## config.mk

```make
export PLATFORM = sky130hd
export DESIGN_NAME = inst_encoder
export DESIGN_NICKNAME = d
export VERILOG_FILES = /design/src/rtl/inst_encoder.sv
export SDC_FILE = /design/constraint.sdc
export NUM_CORES = 1
export LEC_CHECK = 0
export ABC_AREA = 0
export CAP_MARGIN = 20
export CORE_MARGIN = 4
export CORE_UTILIZATION = 40
export DETAILED_ROUTE_END_ITERATION = 8
export PLACE_DENSITY_LB_ADDON = 0.1
export SYNTH_ARGS = -nofsm -noshare
export SYNTH_HDL_FRONTEND = slang
export SYNTH_SLANG_ARGS = --single-unit
```

## constraint.sdc

```tcl
create_clock -name clk -period 4 [get_ports clk]
set_input_delay 0.8 -clock clk [delete_from_list [all_inputs] [get_ports clk]]
set_output_delay 0.8 -clock clk [all_outputs]
set_load 0.01 [all_outputs]
```

## src/rtl/inst_encoder.sv

```systemverilog
// Two-stage RV32I instruction encoder with valid/ready handshake on both sides.
// Define INST_ENC_RANGE_CHECK_EN to enable immediate range/alignment checking.
module inst_encoder #(
    parameter int CNT_W = 16
) (
    input  logic                    clk,
    input  logic                    rst,
    input  logic                    in_valid,
    output logic                    in_ready,
    input  logic [2:0]              fmt,
    input  logic [6:0]              opcode,
    input  logic [4:0]              rd,
    input  logic [4:0]              rs1,
    input  logic [4:0]              rs2,
    input  logic [2:0]              funct3,
    input  logic [6:0]              funct7,
    input  logic signed [31:0]      imm,
    output logic                    out_valid,
    input  logic                    out_ready,
    output logic [31:0]             inst_code,
    output logic                    out_err,
    output logic [CNT_W-1:0]        err_cnt
);

    typedef enum logic [2:0] {
        FMT_R = 3'd0,
        FMT_I = 3'd1,
        FMT_S = 3'd2,
        FMT_B = 3'd3,
        FMT_U = 3'd4,
        FMT_J = 3'd5
    } fmt_e;

    function automatic logic fmt_illegal(input logic [2:0] f);
        return f > 3'd5;
    endfunction

`ifdef INST_ENC_RANGE_CHECK_EN
    function automatic logic range_err(input logic [2:0] f, input logic signed [31:0] v);
        logic e;
        e = 1'b0;
        case (f)
            FMT_I, FMT_S: e = (v < -32'sd2048) || (v > 32'sd2047);
            FMT_B:        e = (v < -32'sd4096) || (v > 32'sd4094) || v[0];
            FMT_U:        e = (v[11:0] != 12'd0);
            FMT_J:        e = (v < -32'sd1048576) || (v > 32'sd1048574) || v[0];
            default:      e = 1'b0;
        endcase
        return e;
    endfunction
`endif

    function automatic logic [31:0] pack(
        input logic [2:0]         f,
        input logic [6:0]         op,
        input logic [4:0]         rd_v,
        input logic [4:0]         rs1_v,
        input logic [4:0]         rs2_v,
        input logic [2:0]         f3,
        input logic [6:0]         f7,
        input logic signed [31:0] v
    );
        logic [31:0] w;
        w = 32'h0;
        case (f)
            FMT_R:   w = {f7, rs2_v, rs1_v, f3, rd_v, op};
            FMT_I:   w = {v[11:0], rs1_v, f3, rd_v, op};
            FMT_S:   w = {v[11:5], rs2_v, rs1_v, f3, v[4:0], op};
            FMT_B:   w = {v[12], v[10:5], rs2_v, rs1_v, f3, v[4:1], v[11], op};
            FMT_U:   w = {v[31:12], rd_v, op};
            FMT_J:   w = {v[20], v[10:1], v[11], v[19:12], rd_v, op};
            default: w = 32'h0;
        endcase
        return w;
    endfunction

    function automatic logic [CNT_W-1:0] sat_inc(input logic [CNT_W-1:0] c);
        return (&c) ? c : c + {{(CNT_W-1){1'b0}}, 1'b1};
    endfunction

    logic                    s1_valid_q, s1_valid_d;
    logic [2:0]              s1_fmt_q;
    logic [6:0]              s1_opcode_q;
    logic [4:0]              s1_rd_q, s1_rs1_q, s1_rs2_q;
    logic [2:0]              s1_funct3_q;
    logic [6:0]              s1_funct7_q;
    logic signed [31:0]      s1_imm_q;
    logic                    s1_err_q;

    logic                    s2_valid_q, s2_valid_d;
    logic [31:0]             inst_code_q, inst_code_d;
    logic                    out_err_q, out_err_d;
    logic [CNT_W-1:0]        err_cnt_q, err_cnt_d;

    logic                    s2_load;
    logic                    req_err;

    assign s2_load  = !s2_valid_q || out_ready;
    assign in_ready = !s1_valid_q || s2_load;

`ifdef INST_ENC_RANGE_CHECK_EN
    assign req_err = fmt_illegal(fmt) || range_err(fmt, imm);
`else
    assign req_err = fmt_illegal(fmt);
`endif

    always_comb begin
        s1_valid_d  = s1_valid_q;
        s2_valid_d  = s2_valid_q;
        inst_code_d = inst_code_q;
        out_err_d   = out_err_q;
        err_cnt_d   = err_cnt_q;
        if (in_ready)
            s1_valid_d = in_valid;
        if (s2_load)
            s2_valid_d = s1_valid_q;
        // Data only moves with a real item so the output word stays at its reset value until then.
        if (s2_load && s1_valid_q) begin
            inst_code_d = pack(s1_fmt_q, s1_opcode_q, s1_rd_q, s1_rs1_q, s1_rs2_q,
                               s1_funct3_q, s1_funct7_q, s1_imm_q);
            out_err_d   = s1_err_q;
        end
        if (s2_valid_q && out_ready && out_err_q)
            err_cnt_d = sat_inc(err_cnt_q);
    end

    // Stage 1: capture request fields and the error verdict
    always_ff @(posedge clk) begin
        if (in_ready && in_valid) begin
            s1_fmt_q    <= fmt;
            s1_opcode_q <= opcode;
            s1_rd_q     <= rd;
            s1_rs1_q    <= rs1;
            s1_rs2_q    <= rs2;
            s1_funct3_q <= funct3;
            s1_funct7_q <= funct7;
            s1_imm_q    <= imm;
            s1_err_q    <= req_err;
        end
    end

    // Stage 2: packed word, error flag and the hand-off counter
    always_ff @(posedge clk) begin
        if (rst) begin
            s1_valid_q  <= 1'b0;
            s2_valid_q  <= 1'b0;
            inst_code_q <= 32'h0;
            out_err_q   <= 1'b0;
            err_cnt_q   <= '0;
        end else begin
            s1_valid_q  <= s1_valid_d;
            s2_valid_q  <= s2_valid_d;
            inst_code_q <= inst_code_d;
            out_err_q   <= out_err_d;
            err_cnt_q   <= err_cnt_d;
        end
    end

    assign out_valid = s2_valid_q;
    assign inst_code = inst_code_q;
    assign out_err   = out_err_q;
    assign err_cnt   = err_cnt_q;

endmodule

```

==> results by group <==
Logic synthesis
  – Synth Flop Type: edfxtp_1
  – Synth warn: 0
  – Yosys cell types: 43
  – Cell area after synthesis: 0.00455 sq mm
  – Yosys top cell by area: edfxtp_1
  – Syn Inst Count: 369
  – Post-synth top area share: 44.9%
  – Async SR Flop Fraction: 0%
  – Syn_area_per_cell: 12.3 sq um
  – Syn_nets: 441
  – Post-synthesis sequential area ratio: 67.3%
  – #FFs+latches synth: 119
  – Post-synth EDFFs: 68
  – Area contributors post-synth: edfxtp_1 (45%), dfxtp_1 (22%), a221oi_1 (3.8%)

STA
  – Worst-margin pin slew: 1.04 ns
  – Hold Fails Final Rpt: 0
  – Slew headroom: 30.7%
  – Sum Neg Setup Slack: 0 ns
  – Tmin final: 3.02 ns
  – RSZ-0062 raised after global routing: no
  – Layout Skew: 0.0117 ns
  – Fmax: 331 MHz
  – Final setup viols: 0
  – Fin crit share: 75.5%
  – PnR worst setup slack: 0.982 ns
  – Final Max Slew Viols: 0

Setup path
  – Max FO, Critical Path: 6
  – Setup crit end kind: primary output
  – CP Class: primary input to primary output
  – Worst endpoint data arrival time: 2.22 ns
  – CP dominant cell by count: clkdlybuf4s50_1
  – Reg2Reg Depth: 4
  – R2R setup slack: 1.66 ns
  – Critical path cell sequence: clkdlybuf4s50_1 > nor2b_1 > nand2_1 > clkdlybuf4s50_1
  – Critical Path Stages: 4
  – Critical path endpoint: in_ready
  – Max incr delay on CP: 0.50 ns
  – CP delay by family, top: buffers and inverters
  – Crit path max-delay cell type: clkdlybuf4s50_1
  – Reg2reg end: inst_code[31]
  – R2r startpoint: s1_fmt_q[2]
  – Crit path buf inv count: 2
  – Worst path required time: 3.20 ns
  – CP startpoint: out_ready
  – Crit start category: primary input

Finish
  – Share of cells above drive strength 1: 9.34%
  – Antenna Cells: 0
  – Commonest non-fill, non-tap cells in the layout: clkdlybuf4s50_1 (120), edfxtp_1 (68), dfxtp_1 (51)
  – Most common cell after layout, fill and taps aside: clkdlybuf4s50_1
  – Final Util: 58.4%
  – Layout Nets: 562
  – Layout overhead on the synthesized area: 40.8%

Clock network
  – Clk buf depth: 2
  – Sink Count: 119
  – Clock-pin transition on the worst setup and hold timing paths: 0.05 ns
  – Post-CTS Setup Bufs: 0
  – H-tree levels: 4
  – Post-cts resize count: 0
  – Clk Latency, worst-skew pair: 0.40 ns
  – Clock root buffer: clkbuf_16
  – Hold_buf cts: 0
  – TritonCTS clock tree: built
  – CTS buffer count: 17

Global route
  – Vias in the first global route: 3520
  – M2 GR Usage: 27.6%
  – Initial antenna violation count: 0
  – Largest net degree at the start of global routing: 69
  – Global Route Usage Sum: 17.0%
  – GR Util met3: 5.60%
  – First-pass GRT wire length: 17.1 mm
  – Met1 Track Usage GR: 20.6%
  – Most used routing layer in global routing: met2
  – GR Overflow Total: 0

Floorplan
  – Core Rows: 38
  – DIE WIDTH: 115 microns
  – I/O pin count: 122
  – Die Height: 115 microns
  – Initial core utilization: 41.4%
  – DIE AREA: 0.0132 sq mm
  – Core ar.: 0.0110 sq mm

Place
  – Place WS: 0.977 ns
  – HPWL Detailed: 7.05 mm
  – GP Congestion: 0.733
  – IO Port Bufs: 121

Detailed routing
  – Drt via density: 5.22
  – DRT iter0 DRCs: 263
  – First drt pass iteration count: 4
  – Routed len/inst: 16.7 microns
  – ANT nets after route: 0
  – DR DRC count: 0
  – Vias: 3359
  – Drt total wl: 10.8 mm

Min path
  – HP Class: register to register

Pwr
  – Pwr dens: 463 mW/mm^2
  – Pwr Total: 0.00297 W
  – P_leak: 2.23 nW
  – VDD IR max: 0.437 mV

Status
  – Outcome: complete, no violations

Job
  – Max cap viols: 0
[worst min path at each step]
stage,startpoint,endpoint,slack [ns],depth (start not counted)
CTS,inst_code[22],inst_code[22],0.45,2
global route,inst_code[24],inst_code[24],0.48,2
detailed placement,inst_code[22],inst_code[22],0.45,2
finish,inst_code[22],inst_code[22],0.45,2
global placement,inst_code[24],inst_code[24],0.44,2
floorplan,s1_opcode_q[0],inst_code[0],0.46,2
[worst min-delay path: cells and delay by family, from the launching register on]
kind / cells / cell delay [ns]
compound gates: 1 / 0.05
simple gates: 1 / 0.05
flops: 1 / 0.31
[cell type report]
type,count,area (sq um)
inverter,5,18.8
sequential,119,3060
multi-input combinational,223,1390
clock inverter,12,80.1
clock buffer,20,447
timing repair buffer,124,1240
fill,893,4570
tap,140,175
[registers in the layout, summed over array words and instances (netlist names), 3 cells and up]
register,flops
err_cnt,16
s1_rd_q,5
s1_rs2_q,5
s1_funct3_q,3
s1_rs1_q,5
s1_imm_q,32
s1_opcode_q,7
s1_funct7_q,7
s1_fmt_q,3
inst_code,32
[cell usage after synthesis, types with 6 or more instances]
master,count
a221oi_1,20
mux2i_1,9
nand2_1,22
buf_2,6
a22oi_1,7
o21ai_0,15
edfxtp_1,68
o31ai_1,6
nor2_1,39
dfxtp_1,51
a21oi_1,21
nor3_1,24
clkbuf_1,15
[logic make-up (layout without fill, tap and decap cells)]
family	count (synthesis)	after routing	synth area share [%]
mux	11	11	2.47
fa+ha+maj	1	1	0.275
buf+inv	27	161	2.39
xor+xnor	2	2	0.385
flops	119	119	67.3
simple gates	131	131	15.3
compound gates	78	78	11.9
[per-stage QoR]
step | instance area, sq um | std cells | hold slack (ns)
2_1_floorplan | 4550 | 369 | 0.459
3_3_place_gp | 5880 | 611 | 0.441
3_5_place_dp | 5880 | 611 | 0.446
4_1_cts | 6410 | 643 | 0.455
5_1_grt | 6410 | 643 | 0.484
6_report | 6410 | 643 | 0.453
[per-layer routing]
metal / vias up / share of wire (%)
met5: - / 0
met4: 0 / 1.3
met3: 10 / 5.7
met2: 98 / 49
met1: 1605 / 44
li1: 1646 / -
[power breakdown]
group          total (W)  switching, W  internal, W
Combinational   0.000231     0.0000995     0.000132
Clock            0.00134      0.000533     0.000803
Sequential       0.00140     0.0000354      0.00136
Power figures use the tool's default switching activity.
